## src/rtl/cam_capture_ctrl_if.sv

```systemverilog
// Handshake bundle between the camera register block, the camera/MIPI side and the DMA.
// slave = the capture sequencer, master = whoever drives the controls and camera/DMA events.
interface cam_capture_ctrl_if;
   logic        cfg_mipi_rstn;
   logic        cfg_trigger;
   logic        cfg_continuous;
   logic        cfg_dma_init_done;
   logic        frame_start;
   logic        frame_end;
   logic        dma_ready;
   logic        dma_done;
   logic        mipi_rstn;
   logic        dma_start;
   logic        capture_busy;
   logic        timeout_err;
   logic [31:0] frames_per_second;
   logic [31:0] status;

   modport slave (
      input  cfg_mipi_rstn, cfg_trigger, cfg_continuous, cfg_dma_init_done,
      input  frame_start, frame_end, dma_ready, dma_done,
      output mipi_rstn, dma_start, capture_busy, timeout_err, frames_per_second, status
   );

   modport master (
      output cfg_mipi_rstn, cfg_trigger, cfg_continuous, cfg_dma_init_done,
      output frame_start, frame_end, dma_ready, dma_done,
      input  mipi_rstn, dma_start, capture_busy, timeout_err, frames_per_second, status
   );
endinterface

```

## src/rtl/cam_capture_ctrl.sv

```systemverilog
// Camera capture sequencer: timed MIPI reset release, frame-aligned DMA start pulses,
// capture watchdog, frames-per-second meter and a packed debug status word.
module cam_capture_ctrl #(
   parameter int CLK_FREQ_HZ     = 100000000,
   parameter int RST_HOLD_CYCLES = 1024,
   parameter int FRAME_TIMEOUT   = 16777216
) (
   input logic               clk,
   input logic               resetn,
   cam_capture_ctrl_if.slave bus
);
   localparam int HOLD_W = (RST_HOLD_CYCLES > 1) ? $clog2(RST_HOLD_CYCLES) : 1;
   localparam int WD_W   = (FRAME_TIMEOUT > 1) ? $clog2(FRAME_TIMEOUT) : 1;
   localparam int WIN_W  = (CLK_FREQ_HZ > 1) ? $clog2(CLK_FREQ_HZ) : 1;
   localparam logic [HOLD_W-1:0] HOLD_MAX = HOLD_W'(RST_HOLD_CYCLES - 1);
   localparam logic [WD_W-1:0]   WD_MAX   = WD_W'(FRAME_TIMEOUT - 1);
   localparam logic [WIN_W-1:0]  WIN_MAX  = WIN_W'(CLK_FREQ_HZ - 1);

   typedef enum logic [2:0] {
      ST_RST       = 3'd0,
      ST_WAIT_INIT = 3'd1,
      ST_IDLE      = 3'd2,
      ST_ARM       = 3'd3,
      ST_CAPTURE   = 3'd4
   } state_t;

   state_t            state;
   logic [HOLD_W-1:0] hold_cnt;
   logic [WD_W-1:0]   wd_cnt;
   logic              trig_q;
   logic              pending;
   logic              timeout_err;
   logic              mipi_rstn;
   logic              dma_start;
   logic [15:0]       cap_cnt;
   logic [WIN_W-1:0]  win_cnt;
   logic [31:0]       frame_cnt;
   logic [31:0]       fps;

   logic trig_rise;
   logic busy;
   logic wd_fire;

   assign trig_rise = bus.cfg_trigger & ~trig_q;
   assign busy      = (state == ST_ARM) || (state == ST_CAPTURE);
   assign wd_fire   = (wd_cnt == WD_MAX);

   always_ff @(posedge clk or negedge resetn) begin
      if (!resetn) begin
         state       <= ST_RST;
         hold_cnt    <= '0;
         wd_cnt      <= '0;
         trig_q      <= 1'b0;
         pending     <= 1'b0;
         timeout_err <= 1'b0;
         mipi_rstn   <= 1'b0;
         dma_start   <= 1'b0;
         cap_cnt     <= '0;
      end else begin
         trig_q    <= bus.cfg_trigger;
         dma_start <= 1'b0;
         wd_cnt    <= busy ? wd_cnt + 1'b1 : '0;
         if (trig_rise)
            timeout_err <= 1'b0;
         if (trig_rise && (state inside {ST_IDLE, ST_ARM, ST_CAPTURE}))
            pending <= 1'b1;

         if (!bus.cfg_mipi_rstn) begin
            // Abort: back to reset from anywhere, dropping any queued request.
            state       <= ST_RST;
            hold_cnt    <= '0;
            wd_cnt      <= '0;
            pending     <= 1'b0;
            timeout_err <= 1'b0;
            mipi_rstn   <= 1'b0;
         end else begin
            mipi_rstn <= (state != ST_RST);
            if ((state != ST_RST) && !bus.cfg_dma_init_done) begin
               state   <= ST_WAIT_INIT;
               wd_cnt  <= '0;
               pending <= 1'b0;
            end else begin
               case (state)
                  ST_RST: begin
                     if (hold_cnt == HOLD_MAX) begin
                        state    <= ST_WAIT_INIT;
                        hold_cnt <= '0;
                     end else begin
                        hold_cnt <= hold_cnt + 1'b1;
                     end
                  end
                  ST_WAIT_INIT: begin
                     if (bus.cfg_dma_init_done)
                        state <= ST_IDLE;
                  end
                  ST_IDLE: begin
                     if ((pending || bus.cfg_continuous) && bus.dma_ready)
                        state <= ST_ARM;
                  end
                  ST_ARM: begin
                     // A trigger edge landing on the clearing cycle stays queued.
                     if (bus.frame_start) begin
                        state     <= ST_CAPTURE;
                        dma_start <= 1'b1;
                        pending   <= trig_rise;
                        wd_cnt    <= '0;
                     end else if (wd_fire) begin
                        state       <= ST_IDLE;
                        timeout_err <= 1'b1;
                        pending     <= trig_rise;
                        wd_cnt      <= '0;
                     end
                  end
                  ST_CAPTURE: begin
                     // dma_done beats a simultaneous watchdog expiry.
                     if (bus.dma_done) begin
                        state   <= ST_IDLE;
                        cap_cnt <= cap_cnt + 16'd1;
                        wd_cnt  <= '0;
                     end else if (wd_fire) begin
                        state       <= ST_IDLE;
                        timeout_err <= 1'b1;
                        pending     <= trig_rise;
                        wd_cnt      <= '0;
                     end
                  end
                  default: state <= ST_RST;
               endcase
            end
         end
      end
   end

   // FPS window is free-running from reset, independent of the capture state.
   always_ff @(posedge clk or negedge resetn) begin
      if (!resetn) begin
         win_cnt   <= '0;
         frame_cnt <= '0;
         fps       <= '0;
      end else if (win_cnt == WIN_MAX) begin
         win_cnt   <= '0;
         frame_cnt <= '0;
         fps       <= frame_cnt + {31'd0, bus.frame_end};
      end else begin
         win_cnt   <= win_cnt + 1'b1;
         frame_cnt <= frame_cnt + {31'd0, bus.frame_end};
      end
   end

   assign bus.mipi_rstn         = mipi_rstn;
   assign bus.dma_start         = dma_start;
   assign bus.capture_busy      = busy;
   assign bus.timeout_err       = timeout_err;
   assign bus.frames_per_second = fps;
   assign bus.status            = {cap_cnt, 11'd0, timeout_err, pending, state};
endmodule

```

## src/flat_wrapper.sv

```systemverilog
// flat-port wrapper written by rule: the top's interface ports become plain ports
module cam_capture_ctrl_flat 
#(
   parameter int CLK_FREQ_HZ     = 100000000,
   parameter int RST_HOLD_CYCLES = 1024,
   parameter int FRAME_TIMEOUT   = 16777216
)
  (clk, resetn, bus_cfg_mipi_rstn, bus_cfg_trigger, bus_cfg_continuous, bus_cfg_dma_init_done, bus_frame_start, bus_frame_end, bus_dma_ready, bus_dma_done, bus_mipi_rstn, bus_dma_start, bus_capture_busy, bus_timeout_err, bus_frames_per_second, bus_status);
  cam_capture_ctrl_if bus_i ();
  input logic clk;
  input logic resetn;
  input wire logic [$bits(bus_i.cfg_mipi_rstn)-1:0] bus_cfg_mipi_rstn;
  input wire logic [$bits(bus_i.cfg_trigger)-1:0] bus_cfg_trigger;
  input wire logic [$bits(bus_i.cfg_continuous)-1:0] bus_cfg_continuous;
  input wire logic [$bits(bus_i.cfg_dma_init_done)-1:0] bus_cfg_dma_init_done;
  input wire logic [$bits(bus_i.frame_start)-1:0] bus_frame_start;
  input wire logic [$bits(bus_i.frame_end)-1:0] bus_frame_end;
  input wire logic [$bits(bus_i.dma_ready)-1:0] bus_dma_ready;
  input wire logic [$bits(bus_i.dma_done)-1:0] bus_dma_done;
  output wire logic [$bits(bus_i.mipi_rstn)-1:0] bus_mipi_rstn;
  output wire logic [$bits(bus_i.dma_start)-1:0] bus_dma_start;
  output wire logic [$bits(bus_i.capture_busy)-1:0] bus_capture_busy;
  output wire logic [$bits(bus_i.timeout_err)-1:0] bus_timeout_err;
  output wire logic [$bits(bus_i.frames_per_second)-1:0] bus_frames_per_second;
  output wire logic [$bits(bus_i.status)-1:0] bus_status;
  assign bus_i.cfg_mipi_rstn = bus_cfg_mipi_rstn;
  assign bus_i.cfg_trigger = bus_cfg_trigger;
  assign bus_i.cfg_continuous = bus_cfg_continuous;
  assign bus_i.cfg_dma_init_done = bus_cfg_dma_init_done;
  assign bus_i.frame_start = bus_frame_start;
  assign bus_i.frame_end = bus_frame_end;
  assign bus_i.dma_ready = bus_dma_ready;
  assign bus_i.dma_done = bus_dma_done;
  assign bus_mipi_rstn = bus_i.mipi_rstn;
  assign bus_dma_start = bus_i.dma_start;
  assign bus_capture_busy = bus_i.capture_busy;
  assign bus_timeout_err = bus_i.timeout_err;
  assign bus_frames_per_second = bus_i.frames_per_second;
  assign bus_status = bus_i.status;
  cam_capture_ctrl #(.CLK_FREQ_HZ(CLK_FREQ_HZ), .RST_HOLD_CYCLES(RST_HOLD_CYCLES), .FRAME_TIMEOUT(FRAME_TIMEOUT)) u_core (.clk(clk), .resetn(resetn), .bus(bus_i));
endmodule
```

## config.mk

```make
export PLATFORM = sky130hd
export DESIGN_NAME = cam_capture_ctrl_flat
export DESIGN_NICKNAME = d
export VERILOG_FILES = /design/src/rtl/cam_capture_ctrl_if.sv /design/src/rtl/cam_capture_ctrl.sv /design/src/flat_wrapper.sv
export SDC_FILE = /design/constraint.sdc
export NUM_CORES = 1
export LEC_CHECK = 0
export CAP_MARGIN = 30
export CORE_ASPECT_RATIO = 1.2
export CORE_UTILIZATION = 56
export CTS_BUF_LIST = sky130_fd_sc_hd__clkbuf_4
export DETAILED_ROUTE_END_ITERATION = 10
export HOLD_SLACK_MARGIN = 0.06
export PLACE_DENSITY = 0.89
export SYNTH_ARGS = -nofsm -noshare
export SYNTH_HDL_FRONTEND = slang
export SYNTH_SLANG_ARGS = --single-unit
```

## constraint.sdc

```tcl
create_clock -name clk -period 2.2 [get_ports clk]
set_input_delay 0.44 -clock clk [delete_from_list [all_inputs] [get_ports clk]]
set_output_delay 0.44 -clock clk [all_outputs]
set_load 0.02 [all_outputs]
```

==> results of run 1 <==
[cells by family (layout without fill, tap and decap cells)]
group           count (synthesis)  count (layout)  share of synthesized area
compound gates                 64              64                    0.05246
flops                         149             149                     0.5447
xor+xnor                       95              95                     0.1216
other cells                     1              12                  0.0005478
fa+ha+maj                       6               6                    0.01097
simple gates                  318             318                     0.2330
mux                             1               1                   0.001645
buf+inv                        46             143                    0.03509
[power by group]
group	switching (mW)	internal, mW	total (mW)
combinational	0.202	0.140	0.341
clock	1.02	0.793	1.81
sequential	0.0614	2.81	2.87
[worst max-delay path by stage]
stage,startpoint,to,slack (ns),depth (start not counted)
2_1_floorplan,u_core.state[0],u_core.cap_cnt[12],0.16,6
3_3_place_gp,bus_frame_end,u_core.bus.frames_per_second[26],-0.1,9
3_5_place_dp,bus_frame_end,u_core.frame_cnt[17],-0.19,9
4_1_cts,u_core.state[1],bus_status[1],0.002,2
5_1_grt,u_core.state[2],bus_capture_busy,0.009,4
6_report,u_core.win_cnt[2],u_core.frame_cnt[1],0.08,5
[critical path, cell delays in order (launching register included)]
cell and delay, ns:
dfrtp_1 0.45, and4_1 0.26, nand4_1 0.18, or4_1 0.69
buf_12 0.24, and2_1 0.18
[area by class of cell]
class	count	share of cell area
diodes	1	0.0003063
clock buffers	17	0.01562
clock inverters	15	0.02205
inverters	9	0.004135
multi-input cells	495	0.3585
flip-flops and latches	149	0.4564
well taps	157	0.02404
repair buffers	102	0.1190
[state kept, by name, indices dropped and copies added (netlist names), 3 cells and up]
register                      flops
u_core.bus.frames_per_second     32
u_core.frame_cnt                 32
u_core.win_cnt                   27
u_core.wd_cnt                    24
u_core.cap_cnt                   16
u_core.hold_cnt                  10
u_core.state                      3
[routing by layer]
layer	up-vias	wire length (µm)	GRT usage
li1	2495	-	-
met1	2600	5971	0.2944
met2	144	7707	0.4383
met3	37	567	0.05427
met4	0	333	0.1197
met5	-	0	0
[timing repair]
action / CTS / global route
setup endpoints to repair: 1 / 33
setup buffers: 0 / 0
hold buffers: 1 / 0
gates resized for setup: 5 / 3
hold endpoints to repair: 41 / 0
[cells in the final DEF, fill, tap and decap left out, types with 10 or more instances in the layout]
master / Yosys / routed
buf_4: 13 / 32
and4_1: 10 / 10
conb_1: 1 / 11
and2_1: 10 / 10
xnor2_1: 33 / 33
nand3_1: 55 / 55
nor2_1: 86 / 86
dfrtp_1: 149 / 149
nand4_1: 28 / 28
clkdlybuf4s50_1: 0 / 62
clkbuf_4: 0 / 17
o21ai_1: 36 / 36
and3_1: 19 / 19
xor2_1: 62 / 62
nand2_1: 72 / 72
==> metrics.md, run 1 <==
| Metric | Value |
|---|---|
| EDFF count, synth | `0` |
| R2R setup slack | `0.08 ns` |
| Worst min path class | `input pin to asynchronous set/reset pin` |
| Ranking of synthesized cells by area | `dfrtp_1 (54%), xor2_1 (7.9%), nor2_1 (4.7%)` |
| Crit share post-route | `0.9625` |
| FF-to-FF path depth | `5` |
| CP Launch Type | `flip-flop` |
| Crit end category | `flip-flop` |
| Clock slew at reported path FFs | `0.13 ns` |
| Max VDD drop | `0.3878 mV` |
| CTS tree | `built` |
| Fin cells | `945` |
| Synth Warn # | `0` |
| Leakage power | `3.751 nW` |
| RSZ-0062 raised after global routing | `no` |
| Share of cells above drive strength 1 | `0.1017` |
| Area grow syn2layout | `19.36%` |
| Dpl cells | `911` |
| Final setup fails | `0` |
| Top_reg_cell synth | `dfrtp_1` |
| H-Tree Depth | `4` |
| Seq/Total Area, Yosys | `0.5447` |
| Finished Core Util | `0.6966` |
| First-pass GRT wire length | `24590 µm` |
| Worst Slack Setup Final | `0.08240 ns` |
| Register area | `3729 µm²` |
| Nets | `790` |
| Syn Inst Count | `680` |
| Drt total wl | `14580 µm` |
| Asr flop ratio synth | `1.000` |
| Port Buffers | `66` |
| Vias in the first global route | `5424` |
| FF-to-FF End | `u_core.frame_cnt[1]` |
| WP data required | `2.66 ns` |
| Register bit total from synthesis | `149` |
| Post-Synthesis Cell Area | `6845 µm²` |
| CP Class | `flip-flop to flip-flop` |
| Die W | `102.9 µm` |
| Die area | `12670 µm²` |
| Multi-input combinational cell area | `2929 µm²` |
| Row count | `43` |
| GRT Total Usage | `0.2520` |
| Status | `complete, no violations` |
| DRT Pass-1 Iters | `5` |
| Post-synth top cells | `dfrtp_1 (149), nor2_1 (86), nand2_1 (72)` |
| CTS Sinks | `149` |
| Synth unique cells | `45` |
| Final Hold Viols | `0` |
| PwrDens | `614.5 nW/µm²` |
| Via density | `5.583` |
| Final Skew | `0.01699 ns` |
| R2R Path Start | `u_core.win_cnt[2]` |
| DRC | `0` |
| Gp weighted congestion | `0.8652` |
| Max Fclk | `472.2 MHz` |
| Slew margin rel. | `0.6583` |
| Clock buffer depth | `2` |
| Antenna violations before repair | `1` |
| Vias | `5276` |
| DIE HEIGHT | `123.1 µm` |
| CTS buffer count | `17` |
| Final Critical Period | `2.118 ns` |
| Critical path arrival | `2.58 ns` |
| Worst skew pair latency | `0.57 ns` |
| Slew @ Worst Pin | `0.5111 ns` |
| Power Total | `5.021 mW` |
| Final ANT Viol Nets | `0` |
| Total grt overflow | `0` |
| Setup TNS | `0 ns` |
| Max-cap viol count | `0` |
| Largest net degree at the start of global routing | `52` |
| Most frequent cell after synthesis | `dfrtp_1` |
| Core area | `11730 µm²` |
| Dpl ws | `-0.1916 ns` |
| Design Area, Final | `8170 µm²` |
| DP HPWL | `10320 µm` |
| Avg Cell Area, Syn | `10.07 µm²` |
| Ports | `78` |
| Clock root cell | `clkbuf_4` |
| Share of the synthesized area in the top cell type | `0.5447` |
| Critical path peak fanout | `51` |
| Layout fillers | `790` |
| Detailed router's first-iteration violation count | `360` |
| Placed cell area | `7841 µm²` |
| Drt wl/cell | `15.43 µm` |
| Initial Utilization | `0.5836` |
| Minimum hold slack | `0.3372 ns` |
| Slew Limit Fails | `0` |
| Top cell type by total area after synthesis | `dfrtp_1` |
Power figures use the tool's default switching activity.
==> run 2, diff against run 1 <==
--- a/config.mk
+++ b/config.mk
@@ -5,6 +5,7 @@
 export SDC_FILE = /design/constraint.sdc
 export NUM_CORES = 1
 export LEC_CHECK = 0
+export ABC_AREA = 0
 export CAP_MARGIN = 30
 export CORE_ASPECT_RATIO = 1.2
 export CORE_UTILIZATION = 56
==> results of run 2 <==
The final DEF is identical to that of run 1; final timing and power are the same.
==> run 3, diff against run 2 <==
--- a/config.mk
+++ b/config.mk
@@ -12,7 +12,9 @@
 export CTS_BUF_LIST = sky130_fd_sc_hd__clkbuf_4
 export DETAILED_ROUTE_END_ITERATION = 10
 export HOLD_SLACK_MARGIN = 0.06
+export MAX_ROUTING_LAYER = met4
 export PLACE_DENSITY = 0.89
+export SLEW_MARGIN = 20
 export SYNTH_ARGS = -nofsm -noshare
 export SYNTH_HDL_FRONTEND = slang
 export SYNTH_SLANG_ARGS = --single-unit
==> run 3 against run 2 <==
Effect of this change: critical path depth unchanged; critical endpoint unchanged; sequential power about the same; power down 0.12%; utilization stayed put; via count shrank 0.57%; critical path type unchanged.
==> metrics.md, run 3 (synthesized netlist as in run 1, its figures left out) <==
| Metric | Value |
|---|---|
| Worst min path class | `input pin to asynchronous set/reset pin` |
| CTS Sinks | `149 (unchanged)` |
| Switch Pwr | `1.277 mW (-0.48%)` |
| WP data required | `2.66 ns (about the same)` |
| CP Class | `flip-flop to flip-flop` |
| H-Tree Depth | `4 (unchanged)` |
| Final Hold Viols | `0 (unchanged)` |
| Drt wl/cell | `15.40 µm (-0.20%)` |
| DRC | `0 (unchanged)` |
| Gp weighted congestion | `0.8792 (+1.6%)` |
| Critical path peak fanout | `51 (unchanged)` |
| Ports | `78 (unchanged)` |
| First-pass GRT wire length | `24610 µm (about the same)` |
| Cell internal pwr | `3.738 mW (about the same)` |
| DP HPWL | `10320 µm (unchanged)` |
| Status | `complete, no violations` |
| Row count | `43 (unchanged)` |
| FF-to-FF path depth | `5 (unchanged)` |
| Clk network pwr share | `0.360 (about the same)` |
| Clock slew at reported path FFs | `0.13 ns (about the same)` |
| Vias | `5246 (-0.57%)` |
| RSZ-0062 raised after global routing | `no` |
| CP Launch Type | `flip-flop` |
| Initial Utilization | `0.5836 (unchanged)` |
| Max-cap viol count | `0 (unchanged)` |
| Final Skew | `0.01365 ns (-0.003334 ns)` |
| Reg power frac | `0.572 (about the same)` |
| Die W | `102.9 µm (unchanged)` |
| R2R setup slack | `0.08 ns (about the same)` |
| DIE HEIGHT | `123.1 µm (unchanged)` |
| Gate power share | `0.068 (about the same)` |
| Via density | `5.551 (-0.57%)` |
| Final Critical Period | `2.119 ns (+0.001655 ns)` |
| Max VDD drop | `0.3887 mV (+0.22%)` |
| Worst Slack Setup Final | `0.08074 ns (-0.001655 ns)` |
| Slew margin rel. | `0.6558 (-0.002466)` |
| GRT Total Usage | `0.2596 (+0.007546)` |
| Slew @ Worst Pin | `0.5148 ns (+0.003688 ns)` |
| Critical path arrival | `2.58 ns (about the same)` |
| CTS tree | `built` |
| Core area | `11730 µm² (unchanged)` |
| Fin cells | `945 (unchanged)` |
| Design Area, Final | `8170 µm² (unchanged)` |
| Port Buffers | `66 (unchanged)` |
| Most frequent cells in the layout | `dfrtp_1 (149), nor2_1 (86), nand2_1 (72)` |
| Power Total | `5.015 mW (-0.12%)` |
| FF-to-FF End | `u_core.frame_cnt[1]` |
| Crit share post-route | `0.9633 (about the same)` |
| Clock root cell | `clkbuf_4` |
| Dpl cells | `911 (unchanged)` |
| Postcts setup bufs | `0 (unchanged)` |
| Leakage power | `3.751 nW (unchanged)` |
| Crit end category | `flip-flop` |
| Final setup fails | `0 (unchanged)` |
| Antenna violations before repair | `1 (unchanged)` |
| Slew Limit Fails | `0 (unchanged)` |
| Max Fclk | `471.9 MHz (about the same)` |
| R2R Path Start | `u_core.win_cnt[2]` |
| Detailed router's first-iteration violation count | `362 (+0.56%)` |
| Die area | `12670 µm² (unchanged)` |
| Largest net degree at the start of global routing | `52 (unchanged)` |
| Commonest non-fill, non-tap cell in the layout | `dfrtp_1` |
| DRT Pass-1 Iters | `5 (unchanged)` |
| Drt total wl | `14550 µm (-0.20%)` |
| Switching share of power | `0.2547 (-0.0009244)` |
| Area grow syn2layout | `19.36% (unchanged)` |
| Share of cells above drive strength 1 | `0.1017 (unchanged)` |
| Finished Core Util | `0.6966 (unchanged)` |
| Clock buffer depth | `2 (unchanged)` |
| PwrDens | `613.8 nW/µm² (-0.12%)` |
| Worst skew pair latency | `0.56 ns (about the same)` |
| Nets | `790 (unchanged)` |
| CTS buffer count | `17 (unchanged)` |
| Final ANT Viol Nets | `0 (unchanged)` |
| Total grt overflow | `0 (unchanged)` |
| Vias in the first global route | `5414 (-0.18%)` |
| Dpl ws | `-0.1916 ns (unchanged)` |
| Placed cell area | `7841 µm² (unchanged)` |
-- run 3: cell counts in the layout (fill, tap and decap cells not counted) --
No cell type changed its count.
-- run 3: layout make-up --
class / count / area, µm²
sequential: 149 / 3729
fill: 790 / 3558
multi-input combinational: 495 / 2929
timing repair buffer: 102 / 972.2
tap: 157 / 196.4
clock inverter: 15 / 180.2
clock buffer: 17 / 127.6
inverter: 9 / 33.78
antenna: 1 / 2.502
-- run 3: worst max-delay path by stage --
stage | startpoint | endpoint | slack, ns | depth (start not counted)
final | u_core.win_cnt[2] | u_core.frame_cnt[1] | 0.08 | 5
after global routing | u_core.state[2] | bus_capture_busy | 0.009 | 4
after CTS | u_core.state[1] | bus_status[1] | 0.002 | 2
after detailed placement | bus_frame_end | u_core.frame_cnt[17] | -0.19 | 9
after global placement | bus_frame_end | u_core.bus.frames_per_second[26] | -0.1 | 9
after floorplan | u_core.state[0] | u_core.cap_cnt[12] | 0.16 | 6
-- run 3: stage by stage --
stage          TNS [ns]  hold slack (ns)
2_1_floorplan         0           0.1444
3_3_place_gp     -1.430           0.3828
3_5_place_dp     -3.116           0.3908
4_1_cts               0           0.3351
5_1_grt               0           0.3261
6_report              0           0.3384
-- run 3: layer usage --
layer  global-route usage  part of all wire  up-vias
li1                     -                 -     2493
met1               0.2947              0.41     2585
met2               0.4346              0.52      133
met3              0.05483             0.038       35
met4               0.1268             0.027        0
met5                    -                 0        -
-- run 3: worst max-delay path: stages (launching register included) --
cell and delay [ns]:
dfrtp_1 0.45, and4_1 0.26, nand4_1 0.18, or4_1 0.69
buf_12 0.24, and2_1 0.19
-- run 3: what timing repair did --
action / 4_1_cts / 5_1_grt
gates resized for setup: 5 / 3
hold buffers: 1 / 0
pin swaps: 0 / 0
hold endpoints to repair: 41 / 0
endpoints found under the setup margin: 1 / 33
-- run 3: power by group through the flow --
stage	Clock [mW]	Combinational, mW	Sequential, mW
after global placement	0	0.322	2.91
after floorplan	0	0.172	2.91
after CTS	1.83	0.346	2.87
after global routing	1.96	0.379	2.88
after detailed placement	0	0.342	2.92
final	1.81	0.341	2.87
